<file path="src/rtl/hazard_forward_ctrl_if.sv">
// ---------------------------------------------------------------------------
// hazard_forward_ctrl_if
//   Bundles every pipeline-side signal of the hazard/forward/flush controller.
//   Signals keep the pipeline-register names they mirror (id_*, ex_*, mem_*,
//   wb_*), so the wiring reads like the datapath diagram.
//
//   There is no valid/ready handshake here. Every input is level-sampled each
//   cycle from the pipeline registers. The controls are combinational on those
//   inputs and the controller state. The event counters change only on a
//   rising clock edge.
//
//   Modports
//     master : pipeline side. Drives the register fields, receives the controls.
//     slave  : the controller.
//   Parameters
//     REG_W  register-address width
//     CNT_W  event-counter width
// ---------------------------------------------------------------------------
interface hazard_forward_ctrl_if #(
    parameter int REG_W = 5,
    parameter int CNT_W = 16
);
    // Pipeline-register fields.
    logic [REG_W-1:0] id_rs;
    logic [REG_W-1:0] id_rt;
    logic             id_use_rs;
    logic             id_use_rt;
    logic [REG_W-1:0] ex_rs;
    logic [REG_W-1:0] ex_rt;
    logic [REG_W-1:0] ex_rd;
    logic             ex_memread;
    logic [REG_W-1:0] mem_rd;
    logic             mem_regwrite;
    logic [REG_W-1:0] wb_rd;
    logic             wb_regwrite;
    logic             branch_taken;
    logic             cnt_clear;

    // Controller outputs.
    logic             pc_write;
    logic             ifid_write;
    logic             ctrl_bubble;
    logic             flush_ifid;
    logic             flush_idex;
    logic             flush_exmem;
    logic [1:0]       forward_a;
    logic [1:0]       forward_b;
    logic [CNT_W-1:0] stall_events;
    logic [CNT_W-1:0] flush_events;
    logic [1:0]       fsm_state;    // debug view of the controller FSM

    modport master (
        output id_rs, id_rt, id_use_rs, id_use_rt,
        output ex_rs, ex_rt, ex_rd, ex_memread,
        output mem_rd, mem_regwrite, wb_rd, wb_regwrite,
        output branch_taken, cnt_clear,
        input  pc_write, ifid_write, ctrl_bubble,
        input  flush_ifid, flush_idex, flush_exmem,
        input  forward_a, forward_b, stall_events, flush_events, fsm_state
    );

    modport slave (
        input  id_rs, id_rt, id_use_rs, id_use_rt,
        input  ex_rs, ex_rt, ex_rd, ex_memread,
        input  mem_rd, mem_regwrite, wb_rd, wb_regwrite,
        input  branch_taken, cnt_clear,
        output pc_write, ifid_write, ctrl_bubble,
        output flush_ifid, flush_idex, flush_exmem,
        output forward_a, forward_b, stall_events, flush_events, fsm_state
    );
endinterface

</file>
<file path="src/rtl/hazard_forward_ctrl.sv">
// ---------------------------------------------------------------------------
// hazard_forward_ctrl
//   Combined hazard-detection, forwarding and flush controller for the 5-stage
//   MIPS pipeline. The branch is resolved in MEM.
//
//   Ports
//     clock  rising-edge clock
//     reset  synchronous, active-high
//     bus    hazard_forward_ctrl_if.slave
//            inputs : pipeline-register fields, branch_taken, cnt_clear
//            outputs: pc_write, ifid_write, ctrl_bubble, flush_*,
//                     forward_a/b, stall_events, flush_events, fsm_state
//
//   Parameters
//     REG_W       register-address width
//     LOAD_STALL  bubbles inserted per load-use hazard (>= 1)
//     CNT_W       width of the saturating event counters
//
//   Forwarding encoding: 00 = ID/EX, 10 = EX/MEM, 01 = MEM/WB.
//   EX/MEM wins over MEM/WB.
// ---------------------------------------------------------------------------
module hazard_forward_ctrl #(
    parameter int REG_W      = 5,
    parameter int LOAD_STALL = 1,
    parameter int CNT_W      = 16
) (
    input  logic                 clock,
    input  logic                 reset,
    hazard_forward_ctrl_if.slave bus
);

    typedef enum logic [1:0] {
        RUN   = 2'd0,
        STALL = 2'd1,
        FLUSH = 2'd2
    } state_t;

    // The stall counter holds the bubbles still owed after the first one.
    // The first bubble is issued from RUN.
    localparam int SCNT_W = (LOAD_STALL > 1) ? $clog2(LOAD_STALL) : 1;
    localparam logic [SCNT_W-1:0] STALL_INIT = SCNT_W'(LOAD_STALL - 1);

    state_t             state;
    state_t             stateNext;
    logic [SCNT_W-1:0]  stallCnt;
    logic [SCNT_W-1:0]  stallCntNext;
    logic [CNT_W-1:0]   stallEv;
    logic [CNT_W-1:0]   flushEv;

    logic               loadUse;
    logic               pcWrite;
    logic               ifidWrite;
    logic               ctrlBubble;
    logic               flushAll;

    // True when a writing stage targets a non-zero register equal to src.
    function automatic logic hits(input logic regWrite,
                                  input logic [REG_W-1:0] dst,
                                  input logic [REG_W-1:0] src);
        return regWrite && (dst != '0) && (dst == src);
    endfunction

    function automatic logic [1:0] fwdSel(input logic [REG_W-1:0] src);
        if (hits(bus.mem_regwrite, bus.mem_rd, src))
            return 2'b10;
        else if (hits(bus.wb_regwrite, bus.wb_rd, src))
            return 2'b01;
        else
            return 2'b00;
    endfunction

    always_comb begin
        loadUse = bus.ex_memread && (bus.ex_rd != '0) &&
                  ((bus.id_use_rs && (bus.ex_rd == bus.id_rs)) ||
                   (bus.id_use_rt && (bus.ex_rd == bus.id_rt)));
    end

    // Next state and control outputs.
    always_comb begin
        stateNext    = state;
        stallCntNext = stallCnt;
        pcWrite      = 1'b1;
        ifidWrite    = 1'b1;
        ctrlBubble   = 1'b0;
        flushAll     = 1'b0;

        if (reset) begin
            pcWrite      = 1'b0;
            ifidWrite    = 1'b0;
            ctrlBubble   = 1'b1;
            stateNext    = RUN;
            stallCntNext = '0;
        end else if (bus.branch_taken) begin
            // A taken branch beats any pending or new load-use stall.
            // Fetch goes on down the new path, and the flushes clear the
            // wrong-path instructions.
            flushAll     = 1'b1;
            stateNext    = FLUSH;
            stallCntNext = '0;
        end else begin
            unique case (state)
                RUN: begin
                    if (loadUse) begin
                        pcWrite    = 1'b0;
                        ifidWrite  = 1'b0;
                        ctrlBubble = 1'b1;
                        if (LOAD_STALL > 1) begin
                            stateNext    = STALL;
                            stallCntNext = STALL_INIT;
                        end
                    end
                end
                STALL: begin
                    pcWrite    = 1'b0;
                    ifidWrite  = 1'b0;
                    ctrlBubble = 1'b1;
                    if (stallCnt <= SCNT_W'(1)) begin
                        stateNext    = RUN;
                        stallCntNext = '0;
                    end else begin
                        stallCntNext = stallCnt - SCNT_W'(1);
                    end
                end
                FLUSH: begin
                    // ID/EX holds a bubble, so load-use is not checked here.
                    stateNext = RUN;
                end
                default: begin
                    stateNext    = RUN;
                    stallCntNext = '0;
                end
            endcase
        end
    end

    always_ff @(posedge clock) begin
        if (reset) begin
            state    <= RUN;
            stallCnt <= '0;
        end else begin
            state    <= stateNext;
            stallCnt <= stallCntNext;
        end
    end

    // Saturating event counters. A clear wins over an increment.
    always_ff @(posedge clock) begin
        if (reset || bus.cnt_clear) begin
            stallEv <= '0;
            flushEv <= '0;
        end else begin
            if (ctrlBubble && (stallEv != '1))
                stallEv <= stallEv + CNT_W'(1);
            if (flushAll && (flushEv != '1))
                flushEv <= flushEv + CNT_W'(1);
        end
    end

    always_comb begin
        bus.pc_write     = pcWrite;
        bus.ifid_write   = ifidWrite;
        bus.ctrl_bubble  = ctrlBubble;
        bus.flush_ifid   = flushAll;
        bus.flush_idex   = flushAll;
        bus.flush_exmem  = flushAll;
        bus.forward_a    = reset ? 2'b00 : fwdSel(bus.ex_rs);
        bus.forward_b    = reset ? 2'b00 : fwdSel(bus.ex_rt);
        bus.stall_events = stallEv;
        bus.flush_events = flushEv;
        bus.fsm_state    = state;
    end

endmodule

</file>
<file path="src/flat_wrapper.sv">
// flat-port wrapper written by rule: the top's interface ports become plain ports
module hazard_forward_ctrl_flat 
#(
    parameter int REG_W      = 5,
    parameter int LOAD_STALL = 1,
    parameter int CNT_W      = 16
)
  (clock, reset, bus_id_rs, bus_id_rt, bus_id_use_rs, bus_id_use_rt, bus_ex_rs, bus_ex_rt, bus_ex_rd, bus_ex_memread, bus_mem_rd, bus_mem_regwrite, bus_wb_rd, bus_wb_regwrite, bus_branch_taken, bus_cnt_clear, bus_pc_write, bus_ifid_write, bus_ctrl_bubble, bus_flush_ifid, bus_flush_idex, bus_flush_exmem, bus_forward_a, bus_forward_b, bus_stall_events, bus_flush_events, bus_fsm_state);
  hazard_forward_ctrl_if #(.REG_W(REG_W), .CNT_W(CNT_W)) bus_i ();
  input  logic clock;
  input  logic reset;
  input wire logic [$bits(bus_i.id_rs)-1:0] bus_id_rs;
  input wire logic [$bits(bus_i.id_rt)-1:0] bus_id_rt;
  input wire logic [$bits(bus_i.id_use_rs)-1:0] bus_id_use_rs;
  input wire logic [$bits(bus_i.id_use_rt)-1:0] bus_id_use_rt;
  input wire logic [$bits(bus_i.ex_rs)-1:0] bus_ex_rs;
  input wire logic [$bits(bus_i.ex_rt)-1:0] bus_ex_rt;
  input wire logic [$bits(bus_i.ex_rd)-1:0] bus_ex_rd;
  input wire logic [$bits(bus_i.ex_memread)-1:0] bus_ex_memread;
  input wire logic [$bits(bus_i.mem_rd)-1:0] bus_mem_rd;
  input wire logic [$bits(bus_i.mem_regwrite)-1:0] bus_mem_regwrite;
  input wire logic [$bits(bus_i.wb_rd)-1:0] bus_wb_rd;
  input wire logic [$bits(bus_i.wb_regwrite)-1:0] bus_wb_regwrite;
  input wire logic [$bits(bus_i.branch_taken)-1:0] bus_branch_taken;
  input wire logic [$bits(bus_i.cnt_clear)-1:0] bus_cnt_clear;
  output wire logic [$bits(bus_i.pc_write)-1:0] bus_pc_write;
  output wire logic [$bits(bus_i.ifid_write)-1:0] bus_ifid_write;
  output wire logic [$bits(bus_i.ctrl_bubble)-1:0] bus_ctrl_bubble;
  output wire logic [$bits(bus_i.flush_ifid)-1:0] bus_flush_ifid;
  output wire logic [$bits(bus_i.flush_idex)-1:0] bus_flush_idex;
  output wire logic [$bits(bus_i.flush_exmem)-1:0] bus_flush_exmem;
  output wire logic [$bits(bus_i.forward_a)-1:0] bus_forward_a;
  output wire logic [$bits(bus_i.forward_b)-1:0] bus_forward_b;
  output wire logic [$bits(bus_i.stall_events)-1:0] bus_stall_events;
  output wire logic [$bits(bus_i.flush_events)-1:0] bus_flush_events;
  output wire logic [$bits(bus_i.fsm_state)-1:0] bus_fsm_state;
  assign bus_i.id_rs = bus_id_rs;
  assign bus_i.id_rt = bus_id_rt;
  assign bus_i.id_use_rs = bus_id_use_rs;
  assign bus_i.id_use_rt = bus_id_use_rt;
  assign bus_i.ex_rs = bus_ex_rs;
  assign bus_i.ex_rt = bus_ex_rt;
  assign bus_i.ex_rd = bus_ex_rd;
  assign bus_i.ex_memread = bus_ex_memread;
  assign bus_i.mem_rd = bus_mem_rd;
  assign bus_i.mem_regwrite = bus_mem_regwrite;
  assign bus_i.wb_rd = bus_wb_rd;
  assign bus_i.wb_regwrite = bus_wb_regwrite;
  assign bus_i.branch_taken = bus_branch_taken;
  assign bus_i.cnt_clear = bus_cnt_clear;
  assign bus_pc_write = bus_i.pc_write;
  assign bus_ifid_write = bus_i.ifid_write;
  assign bus_ctrl_bubble = bus_i.ctrl_bubble;
  assign bus_flush_ifid = bus_i.flush_ifid;
  assign bus_flush_idex = bus_i.flush_idex;
  assign bus_flush_exmem = bus_i.flush_exmem;
  assign bus_forward_a = bus_i.forward_a;
  assign bus_forward_b = bus_i.forward_b;
  assign bus_stall_events = bus_i.stall_events;
  assign bus_flush_events = bus_i.flush_events;
  assign bus_fsm_state = bus_i.fsm_state;
  hazard_forward_ctrl #(.REG_W(REG_W), .LOAD_STALL(LOAD_STALL), .CNT_W(CNT_W)) u_core (.clock(clock), .reset(reset), .bus(bus_i));
endmodule
</file>
<file path="config.mk">
export PLATFORM = sky130hd
export DESIGN_NAME = hazard_forward_ctrl_flat
export DESIGN_NICKNAME = d
export VERILOG_FILES = /design/src/rtl/hazard_forward_ctrl_if.sv /design/src/rtl/hazard_forward_ctrl.sv /design/src/flat_wrapper.sv
export SDC_FILE = /design/constraint.sdc
export NUM_CORES = 1
export LEC_CHECK = 0
export ABC_AREA = 1
export CORE_AREA = 3 3 81 83
export DETAILED_ROUTE_END_ITERATION = 7
export DIE_AREA = 0 0 84 86
export GPL_TIMING_DRIVEN = 0
export PLACE_DENSITY = 0.78
export SETUP_SLACK_MARGIN = 0.5
export SYNTH_ARGS = -nofsm -noshare
export SYNTH_HDL_FRONTEND = slang
export SYNTH_SLANG_ARGS = --single-unit
export TNS_END_PERCENT = 30
</file>
<file path="constraint.sdc">
create_clock -name clock -period 1.6 [get_ports clock]
set_input_delay 0.16 -clock clock [delete_from_list [all_inputs] [get_ports clock]]
set_output_delay 0.16 -clock clock [all_outputs]
set_load 0.01 [all_outputs]
</file>
# Word level (Yosys, flattened, before mapping)
# Cells that the tools add are included.
# W data, S select, Z words.
dict set report classes {
  n_addsub 3
  n_lt_le_gt_ge 1
  n_eq_ne 13
  n_mux 21
  bitwise_logic 1
  n_reduce_logical 22
}
# cell count
set ops {}
lappend ops {{$add A16 B1 Y16 const B} 2}
lappend ops {{$ne A16 B16 Y1 const B} 2}
lappend ops {{$eq A5 B5 Y1} 6}
lappend ops {{$reduce_bool A5 Y1} 3}
lappend ops {{$logic_and A1 B1 Y1} 12}
lappend ops {{$mux W2} 6}
lappend ops {{$mux W1} 11}
lappend ops {{$pmux W1 S2} 3}
lappend ops {{$pmux W2 S2} 1}
lappend ops {{$reduce_and A2 Y1} 2}
lappend ops {{$reduce_or A2 Y1} 2}
lappend ops {{$ne A3 B2 Y1 const B} 1}
lappend ops {{$eq A2 B1 Y1 const B} 1}
lappend ops {{$eq A2 B2 Y1 const B} 1}
lappend ops {{$logic_not A2 Y1} 1}
lappend ops {{$logic_or A1 B1 Y1} 2}
lappend ops {{$ne A2 B1 Y1 const B} 1}
lappend ops {{$ne A2 B2 Y1 const B} 1}
lappend ops {{$le A1 B1 Y1 const B} 1}
lappend ops {{$not A1 Y1} 1}
lappend ops {{$sub A1 B1 Y1 const B} 1}
dict set report word_totals {
  ff_bits 35
  input_bits 44
  wordCells 66
}

# Depth between registers and ports, before layout
dict set report depth {
  ltp_word 9
  mapped_depth 12
  ltp_nobuf 11
}

# Worst setup path after synthesis
# Ideal clock, no wire load.
dict set report synth_timing {
  kind {reg-to-reg}
  startpoint {register u_core.stallEv[0], in the netlist u_core.bus.stall_events[0]}
  endpoint {register u_core.stallEv[0], in the netlist u_core.bus.stall_events[0]}
  setup_time_ns 0.115
  arrival_ns 1.507
  required_ns 1.485
  slack_ns -0.022
  stages_incl_launch_ff 10
  path_buffers 1
  path_cell_list {dfxtp_1 ha_1 nand2_1 nor2_4 nand2_2 nor2_4 nand2_4 buf_2 a21oi_1 nor2_1}
}
dict set report synth_between {
  elab_chain_cells 2
}
# element line_no
set synth_lines {}
lappend synth_lines {{start: declaration} hazard_forward_ctrl.sv:47} ;# logic [CNT_W-1:0] stallEv;
lappend synth_lines {{start signal: assignment} hazard_forward_ctrl.sv:153} ;# stallEv <= stallEv + CNT_W'(1);
lappend synth_lines {{parallel branches: the longest is 2 deep, another holds $add A16 B1 Y16} -}
# Parallel ways; which one is timed is not known.
# A chain may end at the register's enable or synchronous reset.

# Worst setup path after layout
dict set report layout_timing {
  startpoint {register u_core.stallEv[0], in the netlist u_core.bus.stall_events[0]}
  endpoint {register u_core.stallEv[13], in the netlist u_core.bus.stall_events[13]}
}
# Same word-level chain as after synthesis.

==> impl_metrics.csv <==
group,metric,value,unit
detailed_routing,num_vias,2957,
critical_path,cp.required,1.77,ns
timing,clock.fmax,639,MHz
logic_synthesis,synth_area_per_cell,6.41,µm²
die,initial_core_util,0.401,
power,comb_power_share,0.254,
clocking,ctsRootBufferMaster,"clkbuf_8",
critical_path,cpMostUsedCell,"nand2_4",
logic_synthesis,async_flop_share,0,
logic_synthesis,netlist_instances,370,
logic_synthesis,syn_area,2370,µm²
place,gp_congestion,0.897,
timing,setup_viol,0,
detailed_routing,drt-total-wl,9190,µm
timing,finalCritPeriodShare,0.979,
critical_path,max_stage_delay,0.37,ns
place,dp_hpwl,5190,µm
die,core,5920,µm²
critical_path,cp_slowest_cell,"dfxtp_4",
timing,fin_tns_setup,0,ns
power,switching_power,577,µW
critical_path,arrival,1.73,ns
die,ios,88,
min_path,min_path_type,"input pin to flop",
detailed_routing,drc,0,
die,dieArea,7220,µm²
min_path,hold_path_end,"u_core.bus.fsm_state[1]$_SDFFE_PP0P_",
clocking,cts_buffers,5,
critical_path,r2r_cells,10,
timing,whs,0.150,ns
die,rows,28,
logic_synthesis,synth_ff_type,"dfxtp_1",
critical_path,cp_top_family,"simple AND/OR/NAND/NOR gates",
min_path,worst_hold_startpoint,"reset",
global_route,antenna_found_initial,0,
detailed_routing,drt_iter0_drc,143,
timing,hold_viol,0,
die,die_w,84,µm
global_route,grt_max_degree,11,
cells_and_area,fin_nets,541,
flow_run,maxCapViolations,0,
timing,rsz0062_at_grt,"true",
logic_synthesis,syn_nets,416,
global_route,grt_pass1_vias,2963,
logic_synthesis,yosysTopAreaCellShare,0.278,
detailed_routing,viasPerCell,5.18,
critical_path,rr_startpoint,"u_core.bus.stall_events[0]$_SDFFE_PP0P_",
global_route,grt.overflow.total,0,
critical_path,path_cells,"ha_4, nand2_4, nor2_4, nand2_4, nor2_4, nand2_4, buf_12, clkbuf_16, nand3_2, a21oi_2",
logic_synthesis,yosys.area_share.simple,0.394,
timing,slew_headroom,0.627,
place,place_area,3410,µm²
outcome,outcome,"complete, no violations",
logic_synthesis,yosys_warnings,0,
logic_synthesis,synth_top_cell_by_area,"dfxtp_1",
detailed_routing,wl_per_cell,16.1,µm
power,clockPowerShare,0.322,
power,vdd_drop_max,0.479,mV
logic_synthesis,synth_area_leaders,"dfxtp_1 28%, nand2_1 15%, nand3_1 7.2%",
power,p_leak,2.27,nW
timing,fin_worst_skew,0.00577,ns
detailed_routing,dr.pass1.iters,4,
power,p_int,1.35,mW
logic_synthesis,synth_cell_types,34,
logic_synthesis,synth_compound_area_frac,0.108,
clocking,cts_tree,"yes",
power,power_frac_seq,0.424,
clocking,cts_buffer_depth,2,
cells_and_area,final_area,4400,µm²
critical_path,worstSetupEndpointType,"flop",
global_route,grt_pass1_wl,13500,µm
clocking,clkTransAtPathRegs,0.07,ns
logic_synthesis,synth_top_family_by_area,"simple AND/OR/NAND/NOR gates",
logic_synthesis,synthTopCellsByCount,"94 x nand2_1, 42 x nor2_1, 34 x nand3_1, 33 x dfxtp_1, 32 x inv_1",
critical_path,crit_fanout,5,
cells_and_area,diodes,0,
logic_synthesis,synth_enable_flop_cells,0,
critical_path,r2r_slack,0.03,ns
clocking,h-tree-depth,2,
cells_and_area,area_growth,85.2,%
power,p_sw_frac,0.300,
logic_synthesis,synth_xor_area_frac,0.111,
logic_synthesis,synth_most_common_cell,"nand2_1",
critical_path,critPathBufInv,2,
min_path,hold_depth,2,
clocking,clk_latency,0.29,ns
detailed_routing,ant_nets,0,
clocking,cts_sinks,33,
logic_synthesis,yosysSeqAreaShare,0.278,
logic_synthesis,synthAdderAreaFrac,0.0105,
timing,period_needed,1.57,ns
die,die_y,86,µm
critical_path,path_class,"flop to flop",
cells_and_area,drive_above_1_share,0.474,
timing,drv_slew,0,
critical_path,rr_endpoint,"u_core.bus.stall_events[13]$_SDFFE_PP0P_",
place,io_buffers,86,
logic_synthesis,synth.area.mux_share,0,
critical_path,worstSetupStartpointType,"flop",
global_route,grtUsageTotal,0.227,
timing,worst_pin_slew,0.560,ns
power,power_density,437,nW/µm²
clocking,ctsHoldBuffers,0,
logic_synthesis,ys_seq_elements,33,
critical_path,crit_cells,10,
per-layer routing:
layer	up-vias	GRT usage	part of all wire
li1	1431	-	-
met4	0	0.0833	0.028
met1	1388	0.252	0.37
met3	28	0.0528	0.059
met5	-	0	0
met2	110	0.422	0.54
kinds of logic (layout without fill, tap and decap cells):
family          Yosys count  after routing
simple gates            207            207
buf+inv                  53            179
compound gates           44             44
flops                    33             33
xor+xnor                 30             30
fa+ha+maj                 2              2
other cells               1              1
power groups by stage:
stage	Sequential, mW	Clock, mW	Combinational (mW)
after global placement	0.847	0	0.344
after floorplan	0.848	0	0.157
after CTS	0.826	0.614	0.422
after global routing	0.816	0.661	0.523
final	0.816	0.619	0.489
after detailed placement	0.847	0	0.349
layout make-up:
cell class / count / area, µm²
multi-input combinational: 284 / 2040
fill: 412 / 1520
timing repair buffer: 118 / 1180
sequential: 33 / 718
inverter: 42 / 164
buffer: 11 / 119
tap: 75 / 93.8
clock buffer: 5 / 68.8
clock inverter: 3 / 12.5
flip-flops by register name, summed over array words and instances (netlist names):
signal	cells
u_core.bus.flush_events	16
u_core.bus.stall_events	16
u_core.bus.fsm_state	1
worst max-delay path by stage:
stage / from / to
global route: u_core.bus.flush_events[1]$_SDFFE_PP0P_ / u_core.bus.flush_events[7]$_SDFFE_PP0P_
floorplan: u_core.bus.stall_events[0]$_SDFFE_PP0P_ / u_core.bus.stall_events[2]$_SDFFE_PP0P_
CTS: u_core.bus.stall_events[0]$_SDFFE_PP0P_ / u_core.bus.stall_events[0]$_SDFFE_PP0P_
finish: u_core.bus.stall_events[0]$_SDFFE_PP0P_ / u_core.bus.stall_events[13]$_SDFFE_PP0P_
global placement: bus_ex_rd[1] / bus_pc_write
detailed placement: bus_ex_rd[4] / bus_pc_write
placed cells by master, fill, tap and decap left out, types with 4 or more instances in the layout:
cell type       count
dfxtp_4            10
o21ai_2             6
buf_2              17
nand3_1            17
o21ai_1             5
nor2_4             11
nand3_2            11
nand2_1            78
nor3_1              5
dlygate4sd2_1      15
dfxtp_1             7
nor3b_2             4
dlymetal6s2s_1     29
nand2_4             7
buf_4              25
inv_2              14
nand3_4             6
a21oi_1            13
xnor2_1             6
xnor2_2             7
buf_6              20
dfxtp_2            16
a21oi_2            16
nand4_1             5
inv_1              25
clkbuf_8            5
nor2_2              6
nor2_1             30
nand2_2            16
xor2_2              7
buf_8               6
clkbuf_2            4
xor2_1             10
what timing repair did:
item,4_1_cts,5_1_grt
cloned,1,2
setup buffers,28,1
gates resized for setup,222,150
pin swaps,51,50
setup endpoints to repair,75,73
metrics by stage:
stage,utilization,cells,total power [mW],worst slack (ns)
6_report,0.743,571,1.92,0.0339
3_3_place_gp,0.576,531,1.19,-0.824
3_5_place_dp,0.576,531,1.20,-0.822
4_1_cts,0.661,568,1.86,0.0938
2_1_floorplan,-,370,1.00,0.168
5_1_grt,0.743,571,2.00,-0.0409
No activity file was read; power rests on OpenSTA's default activity.
